File: config.mk
export PLATFORM = sky130hd
export DESIGN_NAME = syn_fifo_flex_module
export DESIGN_NICKNAME = d
export VERILOG_FILES = /design/src/rtl/syn_fifo_flex_module_pkg.sv /design/src/rtl/syn_fifo_ram.sv /design/src/rtl/syn_fifo_flex_module.sv
export SDC_FILE = /design/constraint.sdc
export NUM_CORES = 1
export LEC_CHECK = 0
export CAP_MARGIN = 10
export CELL_PAD_IN_SITES_DETAIL_PLACEMENT = 1
export CELL_PAD_IN_SITES_GLOBAL_PLACEMENT = 2
export CORE_UTILIZATION = 46
export DETAILED_ROUTE_END_ITERATION = 8
export GPL_TIMING_DRIVEN = 0
export PLACE_DENSITY_LB_ADDON = 0.1
export REMOVE_ABC_BUFFERS = 1
export SYNTH_ARGS = -nofsm -noshare
export SYNTH_HDL_FRONTEND = slang
export SYNTH_SLANG_ARGS = --single-unit
File: constraint.sdc
create_clock -name i_clk -period 3.21 [get_ports i_clk]
set_input_delay 0.4815 -clock i_clk [delete_from_list [all_inputs] [get_ports i_clk]]
set_output_delay 0.4815 -clock i_clk [all_outputs]
set_load 0.1 [all_outputs]
File: src/rtl/syn_fifo_flex_module_pkg.sv
// Shared definitions for the flexible synchronous FIFO: read-mode encodings
// and a constant log2 helper used to size pointers and counters.
package syn_fifo_flex_module_pkg;

    localparam int FIFO_MODE_STD  = 0;
    localparam int FIFO_MODE_FWFT = 1;

    // Ceiling log2, usable in parameter and port-width expressions.
    function automatic int fifo_clog2(input int value);
        int result;
        result = 0;
        for (int v = value - 1; v > 0; v = v >> 1) begin
            result = result + 1;
        end
        return result;
    endfunction

endpackage

File: src/rtl/syn_fifo_ram.sv
// Simple dual-port storage with one write port and one registered read port.
// The read register doubles as the FWFT head register in the top level, so it
// carries an async reset to give a defined o_rdata out of reset.
module syn_fifo_ram
    import syn_fifo_flex_module_pkg::*;
#(
    parameter int P_DATA_WIDTH = 8,
    parameter int P_ADDR_DEPTH = 16
) (
    input  logic                                  clk,
    input  logic                                  rst_n,
    input  logic                                  wr_en,
    input  logic [fifo_clog2(P_ADDR_DEPTH)-1:0]   wr_addr,
    input  logic [P_DATA_WIDTH-1:0]               wr_data,
    input  logic                                  rd_en,
    input  logic [fifo_clog2(P_ADDR_DEPTH)-1:0]   rd_addr,
    output logic [P_DATA_WIDTH-1:0]               rd_data
);

    logic [P_DATA_WIDTH-1:0] mem [P_ADDR_DEPTH];

    // Storage array is written on accepted writes only and is never reset.
    always_ff @(posedge clk) begin
        if (wr_en) begin
            mem[wr_addr] <= wr_data;
        end
    end

    // Registered read; holds its last value when no read is issued.
    always_ff @(posedge clk or negedge rst_n) begin
        if (!rst_n) begin
            rd_data <= '0;
        end else if (rd_en) begin
            rd_data <= mem[rd_addr];
        end
    end

endmodule

File: src/rtl/syn_fifo_flex_module.sv
// Synchronous FIFO with standard or first-word-fall-through read mode,
// occupancy count, almost flags and one-cycle overflow/underflow pulses.
module syn_fifo_flex_module
    import syn_fifo_flex_module_pkg::*;
#(
    parameter int P_DATA_WIDTH    = 8,
    parameter int P_ADDR_DEPTH    = 16,
    parameter int P_FWFT          = 0,
    parameter int P_AFULL_THRESH  = 12,
    parameter int P_AEMPTY_THRESH = 4
) (
    input  logic                                i_clk,
    input  logic                                i_rst_n,
    input  logic                                i_wr_en,
    input  logic [P_DATA_WIDTH-1:0]             i_wdata,
    output logic                                o_wfull,
    output logic                                o_almost_full,
    input  logic                                i_rd_en,
    output logic [P_DATA_WIDTH-1:0]             o_rdata,
    output logic                                o_rvalid,
    output logic                                o_rempty,
    output logic                                o_almost_empty,
    output logic [fifo_clog2(P_ADDR_DEPTH):0]   o_data_cnt,
    output logic                                o_overflow,
    output logic                                o_underflow
);

    localparam int ADDR_W = fifo_clog2(P_ADDR_DEPTH);
    localparam int CNT_W  = ADDR_W + 1;
    localparam bit FWFT_MODE = (P_FWFT == FIFO_MODE_FWFT);
    localparam logic [CNT_W-1:0] CNT_ONE    = CNT_W'(1);
    localparam logic [CNT_W-1:0] CNT_DEPTH  = CNT_W'(P_ADDR_DEPTH);
    localparam logic [CNT_W-1:0] CNT_AFULL  = CNT_W'(P_AFULL_THRESH);
    localparam logic [CNT_W-1:0] CNT_AEMPTY = CNT_W'(P_AEMPTY_THRESH);

    logic [CNT_W-1:0] wr_ptr;
    logic [CNT_W-1:0] rd_ptr;
    logic [CNT_W-1:0] count;
    logic [CNT_W-1:0] count_next;
    logic [CNT_W-1:0] ram_cnt;
    logic             wr_accept;
    logic             rd_accept;
    logic             ram_rd;
    logic             head_valid;
    logic             head_valid_next;
    logic             rempty_next;
    logic             rvalid_std;
    logic [P_DATA_WIDTH-1:0] ram_rdata;

    assign wr_accept = i_wr_en && !o_wfull;
    assign rd_accept = i_rd_en && !o_rempty;

    // Words still sitting in the RAM (in FWFT mode the head register is extra).
    assign ram_cnt = wr_ptr - rd_ptr;

    // Next occupancy: +1 on write only, -1 on read only, unchanged otherwise.
    always_comb begin
        count_next = count;
        case ({wr_accept, rd_accept})
            2'b10:   count_next = count + CNT_ONE;
            2'b01:   count_next = count - CNT_ONE;
            default: count_next = count;
        endcase
    end

    // RAM read issue and empty tracking. In FWFT mode the RAM read register is
    // the head register: refill it whenever it is empty or being popped.
    always_comb begin
        ram_rd          = 1'b0;
        head_valid_next = 1'b0;
        rempty_next     = 1'b1;
        if (FWFT_MODE) begin
            ram_rd          = (ram_cnt != '0) && (!head_valid || rd_accept);
            head_valid_next = ram_rd || (head_valid && !rd_accept);
            rempty_next     = !head_valid_next;
        end else begin
            ram_rd          = rd_accept;
            rempty_next     = (count_next == '0);
        end
    end

    // Pointer, count and registered flag state.
    always_ff @(posedge i_clk or negedge i_rst_n) begin
        if (!i_rst_n) begin
            wr_ptr         <= '0;
            rd_ptr         <= '0;
            count          <= '0;
            head_valid     <= 1'b0;
            rvalid_std     <= 1'b0;
            o_wfull        <= 1'b0;
            o_almost_full  <= 1'b0;
            o_rempty       <= 1'b1;
            o_almost_empty <= 1'b1;
            o_overflow     <= 1'b0;
            o_underflow    <= 1'b0;
        end else begin
            if (wr_accept) begin
                wr_ptr <= wr_ptr + CNT_ONE;
            end
            if (ram_rd) begin
                rd_ptr <= rd_ptr + CNT_ONE;
            end
            count          <= count_next;
            head_valid     <= head_valid_next;
            rvalid_std     <= rd_accept;
            o_wfull        <= (count_next == CNT_DEPTH);
            o_almost_full  <= (count_next >= CNT_AFULL);
            o_rempty       <= rempty_next;
            o_almost_empty <= (count_next <= CNT_AEMPTY);
            o_overflow     <= i_wr_en && o_wfull;
            o_underflow    <= i_rd_en && o_rempty;
        end
    end

    syn_fifo_ram #(
        .P_DATA_WIDTH (P_DATA_WIDTH),
        .P_ADDR_DEPTH (P_ADDR_DEPTH)
    ) u_ram (
        .clk     (i_clk),
        .rst_n   (i_rst_n),
        .wr_en   (wr_accept),
        .wr_addr (wr_ptr[ADDR_W-1:0]),
        .wr_data (i_wdata),
        .rd_en   (ram_rd),
        .rd_addr (rd_ptr[ADDR_W-1:0]),
        .rd_data (ram_rdata)
    );

    assign o_rdata    = ram_rdata;
    assign o_rvalid   = FWFT_MODE ? head_valid : rvalid_std;
    assign o_data_cnt = count;

endmodule
==> results by group, run 1 <==
Power and ir drop
  • Sw Share: a little under two fifths
  • Power Dens Cells: 991 nW/um2
  • Peak VDD IR: about 0.44 mV
  • Internal power: roughly 4.5 mW
  • Comb power frac: 34.7%
  • Static Leak: between 2 and 2.5 nW
  • Share of power burned in registers: between 40% and 50%
  • Clock Power Share: around 25%
  • NetSw: 2.72 mW

Floorplanning
  • DIE HEIGHT: 119 um
  • I/O pin cnt: 32
  • Starting density of the core: 47.4%
  • Die footprint: roughly 14000 um2
  • Core Rows: 42
  • Die width: approximately 120 um
  • Core ar.: around 13000 um2

STA
  • Hold WS: approximately 0.095 ns
  • Max transition margin: 31.0%
  • Final Hold Fails: 0
  • Pin slew with the least headroom to its limit: 1.03 ns
  • Max-slew violations: 0
  • Clock skew after layout: around 0.0072 ns
  • RSZ-0062 raised after global routing: false
  • Final worst-path cycle share: between 90 and 100%
  • Fmax: 338 MHz
  • Setup Viol. Count Final: 0
  • Crit path time final: between 2 and 3 ns

Critical path
  • R2r setup slk: between 0.2 and 0.3 ns
  • Capturing point of the worst reg2reg path: o_wfull$_DFF_PN0_
  • CP startpoint kind: input port
  • Critical path arrival: roughly 3.3 ns
  • Worst Reg2Reg Path Length in Cells: 10
  • WP data required: 3.54 ns
  • Critical path peak fanout: 24
  • Crit end category: register
  • Crit path kind: in -> reg
  • Worst r2r src: o_rempty$_DFF_PN1_

Placement
  • IO Port Bufs: 31
  • Cell Area, Placed: approximately 6700 um2
  • GPL Wtd Cong: about 0.7
  • HPWL Detailed: ~8000 um

Outcome
  • Status: complete, no violations

Cells and area
  • Post-Layout Inst Area: ~7300 um2
  • Area Overhead vs Synth: 15.6%
  • Seq. cell area: 4550 um2
  • Fill cells: about 1200
  • Area of the multi-input gates: 1640 um2
  • Nets: 375
  • Share of post-route cells with drive strength above 1: between 20 and 25%
  • Ant diodes: 0

GRT
  • First-pass GRT wire length: 19300 um
  • Vias in the first global route: between 3000 and 4000
  • Antenna violations before repair: 0
  • GRT overflow: 0
  • Pin count of the biggest net entering global routing: 36
  • GRT Util Overall: 19.4%

Logic synthesis
  • Seq/Total Area, Yosys: between 70 and 80%
  • Leading post-synthesis cells by cell area: edfxtp_1 (61%), dfrtp_1 (10%), mux4_2 (8.2%)
  • Async SR Flop Fraction: between 10% and 20%
  • Synth Flop Type: edfxtp_1
  • EDFF count, synth: approximately 130
  • Synthesized instance count: between 300 and 400
  • Synth Cell Area: ~6300 um2
  • Most area-hungry cell type in the Yosys netlist: edfxtp_1
  • Yosys warning count: 0
  • Mean Syn Cell Area: approximately 20 um2
  • Yosys top cell area share: around three fifths
  • Cell variety after synth: 42
  • Synth cell count leaders: edfxtp_1 (128), dfrtp_1 (26), mux4_2 (23)
  • Post-synthesis register bit count: approximately 160
  • Most common cell in the netlist: edfxtp_1

CTS
  • Skew-Pair Late Insertion Delay: 0.43 ns
  • Clk sinks: 156
  • Num CTS Buffers: 17
  • H-tree Lvls: 4
  • CTS tree: yes
  • CTS Hold Buffers Added: 0
  • Worst-path clk slew: roughly 0.060 ns
  • Root Buffer: clkbuf_16
  • Max Root-Sink Buffers: 2

Routing
  • 1st-pass router iterations: 4
  • DRC viols: 0
  • DR WL/cell: ~23 um
  • Post-route ant nets: 0
  • Initial drt markers: roughly 180
  • Via density: about 5.6
  • DR vias: 3053
  • Final wirelength: 12300 um

Run
  • Max Cap Viol: 0

Worst hold path
  • Worst Hold Class: in -> async
routing by layer:
layer	share of wire, %	GRT usage (%)	up-vias
li1	-	-	1370
met1	46	25.6	1610
met2	49	31.2	56
met3	2.8	4.21	17
met4	1.7	8.07	0
met5	0	0	-
worst max-delay path, stage by stage:
cell	delay [ns]
clkdlybuf4s50_1	0.41
or2b_4	0.41
clkinv_1	0.32
nand2_1	0.15
xnor2_1	0.12
ha_1	0.25
nor3b_1	0.20
a31oi_1	0.12
a221oi_2	0.32
xor2_2	0.26
nor4b_2	0.23
worst max path at each step:
stage	start	endpoint	slack [ns]
2_1_floorplan	o_wfull$_DFF_PN0_	o_wfull$_DFF_PN0_	0.10
3_3_place_gp	i_wr_en	o_rempty$_DFF_PN1_	-0.68
3_5_place_dp	i_wr_en	o_wfull$_DFF_PN0_	-0.70
4_1_cts	i_wr_en	o_wfull$_DFF_PN0_	0.11
5_1_grt	i_rd_en	o_wfull$_DFF_PN0_	0.02
6_report	i_rd_en	o_wfull$_DFF_PN0_	0.25
through the flow:
stage / power, mW / cells / TNS, ns / utilization (%) / setup slack (ns)
final: 7.22 / 545 / 0 / 54.8 / 0.253
after detailed placement: 5.50 / 513 / -14.45 / 50.8 / -0.704
after global placement: 5.44 / 512 / -15.74 / 50.6 / -0.681
after global routing: 7.53 / 545 / 0 / 54.8 / 0.0230
after floorplan: 4.75 / 305 / 0 / - / 0.101
after CTS: 7.30 / 545 / 0 / 54.8 / 0.107
cells in the final DEF (no fill, tap or decap), types with 3 or more instances in the layout:
cell / instances
mux4_2: 23
mux2i_1: 8
a221o_1: 8
clkdlybuf4s50_1: 30
ha_1: 7
and2_1: 19
nand4_1: 3
clkinvlp_4: 7
nor3b_1: 4
clkbuf_16: 17
mux2_2: 9
nor3_1: 11
dfrtp_1: 24
edfxtp_1: 128
mux4_1: 9
xnor2_1: 8
inv_1: 5
nand2_1: 8
clkinv_4: 3
what timing repair did:
action,4_1_cts,5_1_grt
setup endpoints to repair,6,4
resized for setup,1,1
pin swaps,0,0
buffers inserted,0,0
logic make-up (layout without fill, tap and decap cells):
kind of cell	count (synthesis)	after routing	share of synthesized area (%)
AOI/OAI and AO/OA	21	21	2.76
xor gates and xnor gates	11	11	1.65
adders and majority gates	7	7	1.39
buffers and inverters	24	70	1.97
DFF	156	156	72.2
muxes	49	49	14.9
and+or+nand+nor	55	55	5.22
power groups by stage:
| stage | combinational [mW] | sequential, mW | clock (mW) |
|---|---|---|---|
| finish | 2.50 | 2.93 | 1.79 |
| global route | 2.66 | 2.98 | 1.89 |
| CTS | 2.54 | 2.94 | 1.83 |
| detailed placement | 2.53 | 2.98 | 0 |
| global placement | 2.41 | 3.04 | 0 |
| floorplan | 1.11 | 3.64 | 0 |
sequential cells by signal, indices dropped and copies added (netlist names):
name	flops
o_almost_empty	1
o_almost_full	1
o_data_cnt	5
o_overflow	1
o_rempty	1
o_rvalid	1
o_underflow	1
o_wfull	1
rd_ptr	4
u_ram.mem	128
u_ram.rd_data	8
wr_ptr	4
area by class of cell:
type / count / area share [%]
clock inverters: 13 / 1.34
flip-flops and latches: 156 / 62.4
multi-input cells: 143 / 22.5
repair buffers: 32 / 4.47
well taps: 176 / 3.02
clock buffers: 19 / 5.94
inverters: 6 / 0.309
Note: power is estimated with default switching activity, not from simulation.
==> run 2: changes to the inputs <==
--- a/config.mk
+++ b/config.mk
@@ -11,6 +11,7 @@
 export CORE_UTILIZATION = 46
 export DETAILED_ROUTE_END_ITERATION = 8
 export GPL_TIMING_DRIVEN = 0
+export MAX_ROUTING_LAYER = met4
 export PLACE_DENSITY_LB_ADDON = 0.1
 export REMOVE_ABC_BUFFERS = 1
 export SYNTH_ARGS = -nofsm -noshare
==> run 2 against run 1 <==
Compared with the run above:
- clock-buffer cell count is the same
- wire length shrank 0.33%
- global-route usage grew 0.58 points
- final cell count is the same
- sequential share of layout area is the same
- first-iteration DRC count grew 0.54%
- clock power is essentially flat
- core utilization is the same
- final area is the same
- largest power group unchanged
- highest routed layer unchanged
==> results by group, run 2 (synthesis results as in run 1) <==
CTS
  • Num CTS Buffers: 17 (unchanged)
  • Max Root-Sink Buffers: 2 (unchanged)
  • Root Buffer: clkbuf_16
  • H-tree Lvls: 4 (unchanged)
  • Skew-Pair Late Insertion Delay: 0.42 ns (about the same)
  • CTS tree: yes
  • Clk sinks: 156 (unchanged)
  • Postcts setup bufs: 0 (unchanged)
  • Worst-path clk slew: 0.06 ns (about the same)
  • CTS Hold Buffers Added: 0 (unchanged)

Critical path
  • WP data required: 3.54 ns (about the same)
  • Worst r2r src: o_rempty$_DFF_PN1_
  • Capturing point of the worst reg2reg path: o_wfull$_DFF_PN0_
  • Critical path arrival: 3.28 ns (about the same)
  • Cells along the critical path: clkdlybuf4s50_1, or2b_4, clkinv_1, nand2_1, xnor2_1, ha_1, nor3b_1, a31oi_1, a221oi_2, xor2_2, nor4b_2
  • Worst Reg2Reg Path Length in Cells: 10 (unchanged)
  • Critical path peak fanout: 24 (unchanged)
  • Crit path max-delay cell type: clkdlybuf4s50_1
  • Crit end category: register
  • R2r setup slk: 0.29 ns (about the same)
  • Max incr delay on CP: 0.41 ns (about the same)
  • Crit path kind: in -> reg
  • CP startpoint kind: input port

GRT
  • First-pass GRT wire length: 19300 um (+0.10%)
  • GRT Util Overall: 20.0% (+0.58 points)
  • GRT overflow: 0 (unchanged)
  • Vias in the first global route: 3258 (+0.061%)
  • Pin count of the biggest net entering global routing: 36 (unchanged)
  • Antenna violations before repair: 0 (unchanged)

Floorplanning
  • Starting density of the core: 47.4% (unchanged)
  • Die footprint: 14200 um2 (unchanged)
  • DIE HEIGHT: 119 um (unchanged)
  • Core ar.: 13300 um2 (unchanged)
  • Die width: 119 um (unchanged)
  • Core Rows: 42 (unchanged)
  • I/O pin cnt: 32 (unchanged)

STA
  • Final Worst Setup Slack: 0.264 ns (+0.0117 ns)
  • Setup Viol. Count Final: 0 (unchanged)
  • Clock skew after layout: 0.00741 ns (+0.000247 ns)
  • Max-slew violations: 0 (unchanged)
  • Fmax: 339 MHz (+0.40%)
  • Final worst-path cycle share: 91.8% (-0.36 points)
  • Pin slew with the least headroom to its limit: 1.01 ns (-0.0234 ns)
  • Max transition margin: 32.4% (+1.4 points)
  • RSZ-0062 raised after global routing: false
  • Crit path time final: 2.95 ns (-0.0117 ns)
  • Final Hold Fails: 0 (unchanged)
  • Hold WS: 0.0972 ns (+0.00185 ns)
  • Total Neg Setup Slack: 0 ns (unchanged)

Cells and area
  • Most frequent cells in the layout: edfxtp_1 (128), clkdlybuf4s50_1 (30), dfrtp_1 (24)
  • Area Overhead vs Synth: 15.6% (unchanged)
  • Post-Layout Cell Count: 545 (unchanged)
  • Final core occ: 54.8% (unchanged)
  • Max reg flops: 128 (unchanged)
  • Leading cell type in the layout, fill and taps excluded: edfxtp_1
  • Fill cells: 1169 (unchanged)
  • Nets: 375 (unchanged)
  • Reg with most FFs: u_ram.mem
  • Share of post-route cells with drive strength above 1: 20.1% (unchanged)
  • Post-Layout Inst Area: 7290 um2 (unchanged)
  • Ant diodes: 0 (unchanged)

Power and ir drop
  • Share of power burned in registers: 40.6% (about the same)
  • Sw Share: 37.6% (-0.041 points)
  • Power Dens Cells: 990 nW/um2 (about the same)
  • Comb power frac: 34.7% (about the same)
  • Total power: 7.21 mW (about the same)
  • Internal power: 4.50 mW (about the same)
  • Clock Power Share: 24.8% (about the same)
  • Static Leak: 2.46 nW (unchanged)
  • NetSw: 2.71 mW (-0.18%)
  • Peak VDD IR: 0.437 mV (-0.12%)

Placement
  • Placed Cells incl. Taps: 513 (unchanged)
  • IO Port Bufs: 31 (unchanged)
  • Cell Area, Placed: 6750 um2 (unchanged)
  • GPL Wtd Cong: 0.692 (+1.0%)
  • Post-Place Worst Slack: -0.704 ns (unchanged)
  • HPWL Detailed: 7850 um (unchanged)

Routing
  • Post-route ant nets: 0 (unchanged)
  • Final wirelength: 12300 um (-0.33%)
  • DR WL/cell: 22.6 um (-0.33%)
  • DR vias: 3051 (-0.066%)
  • Via density: 5.60 (about the same)
  • 1st-pass router iterations: 4 (unchanged)
  • DRC viols: 0 (unchanged)
  • Initial drt markers: 185 (+0.54%)

Outcome
  • Status: complete, no violations

Run
  • Max Cap Viol: 0 (unchanged)

Worst hold path
  • Worst Hold Class: in -> async
run 2: cell counts in the layout (fill, tap and decap cells not counted):
No cell type changed its count.
run 2: timing repair:
| item | in CTS | in global routing |
|---|---|---|
| endpoints found under the hold margin | 0 | 0 |
| endpoints found under the setup margin | 6 | 4 |
| gates resized for setup | 1 | 1 |
run 2: power groups by stage:
stage | Sequential, mW | Combinational (mW) | Clock [mW]
final | 2.93 | 2.50 | 1.79
after global routing | 2.98 | 2.66 | 1.90
after CTS | 2.94 | 2.54 | 1.83
after detailed placement | 2.98 | 2.53 | 0
after global placement | 3.04 | 2.41 | 0
after floorplan | 3.64 | 1.11 | 0
run 2: worst max-delay path by stage:
stage / from / endpoint / slack (ns)
6_report: i_rd_en / o_wfull$_DFF_PN0_ / 0.26
5_1_grt: i_rd_en / o_wfull$_DFF_PN0_ / 0.02
4_1_cts: i_wr_en / o_wfull$_DFF_PN0_ / 0.11
3_5_place_dp: i_wr_en / o_wfull$_DFF_PN0_ / -0.70
3_3_place_gp: i_wr_en / o_rempty$_DFF_PN1_ / -0.68
2_1_floorplan: o_wfull$_DFF_PN0_ / o_wfull$_DFF_PN0_ / 0.10
run 2: area by class of cell:
class	instances	area, um2	share of cell area (%)
flip-flops and latches	156	4550	62.4
multi-input cells	143	1640	22.5
clock buffers	19	433	5.94
repair buffers	32	325	4.47
well taps	176	220	3.02
clock inverters	13	97.6	1.34
inverters	6	22.5	0.309
run 2: metal layers:
metal  wire [um]  share of wire, %  GRT usage (%)  vias to the layer above
li1            -                 -              -                     1372
met1        5630                46           25.6                     1612
met2        6130                50           31.2                       52
met3         378               3.1           4.21                       15
met4         172               1.4           8.07                        0
met5           0                 0              -                        -
run 2: critical path, delay by kind of cell:
kind / cells / cell delay, ns
and+or+nand+nor: 4 / 0.98
buffers and inverters: 2 / 0.72
AOI/OAI and AO/OA: 2 / 0.44
xor gates and xnor gates: 2 / 0.38
adders and majority gates: 1 / 0.25
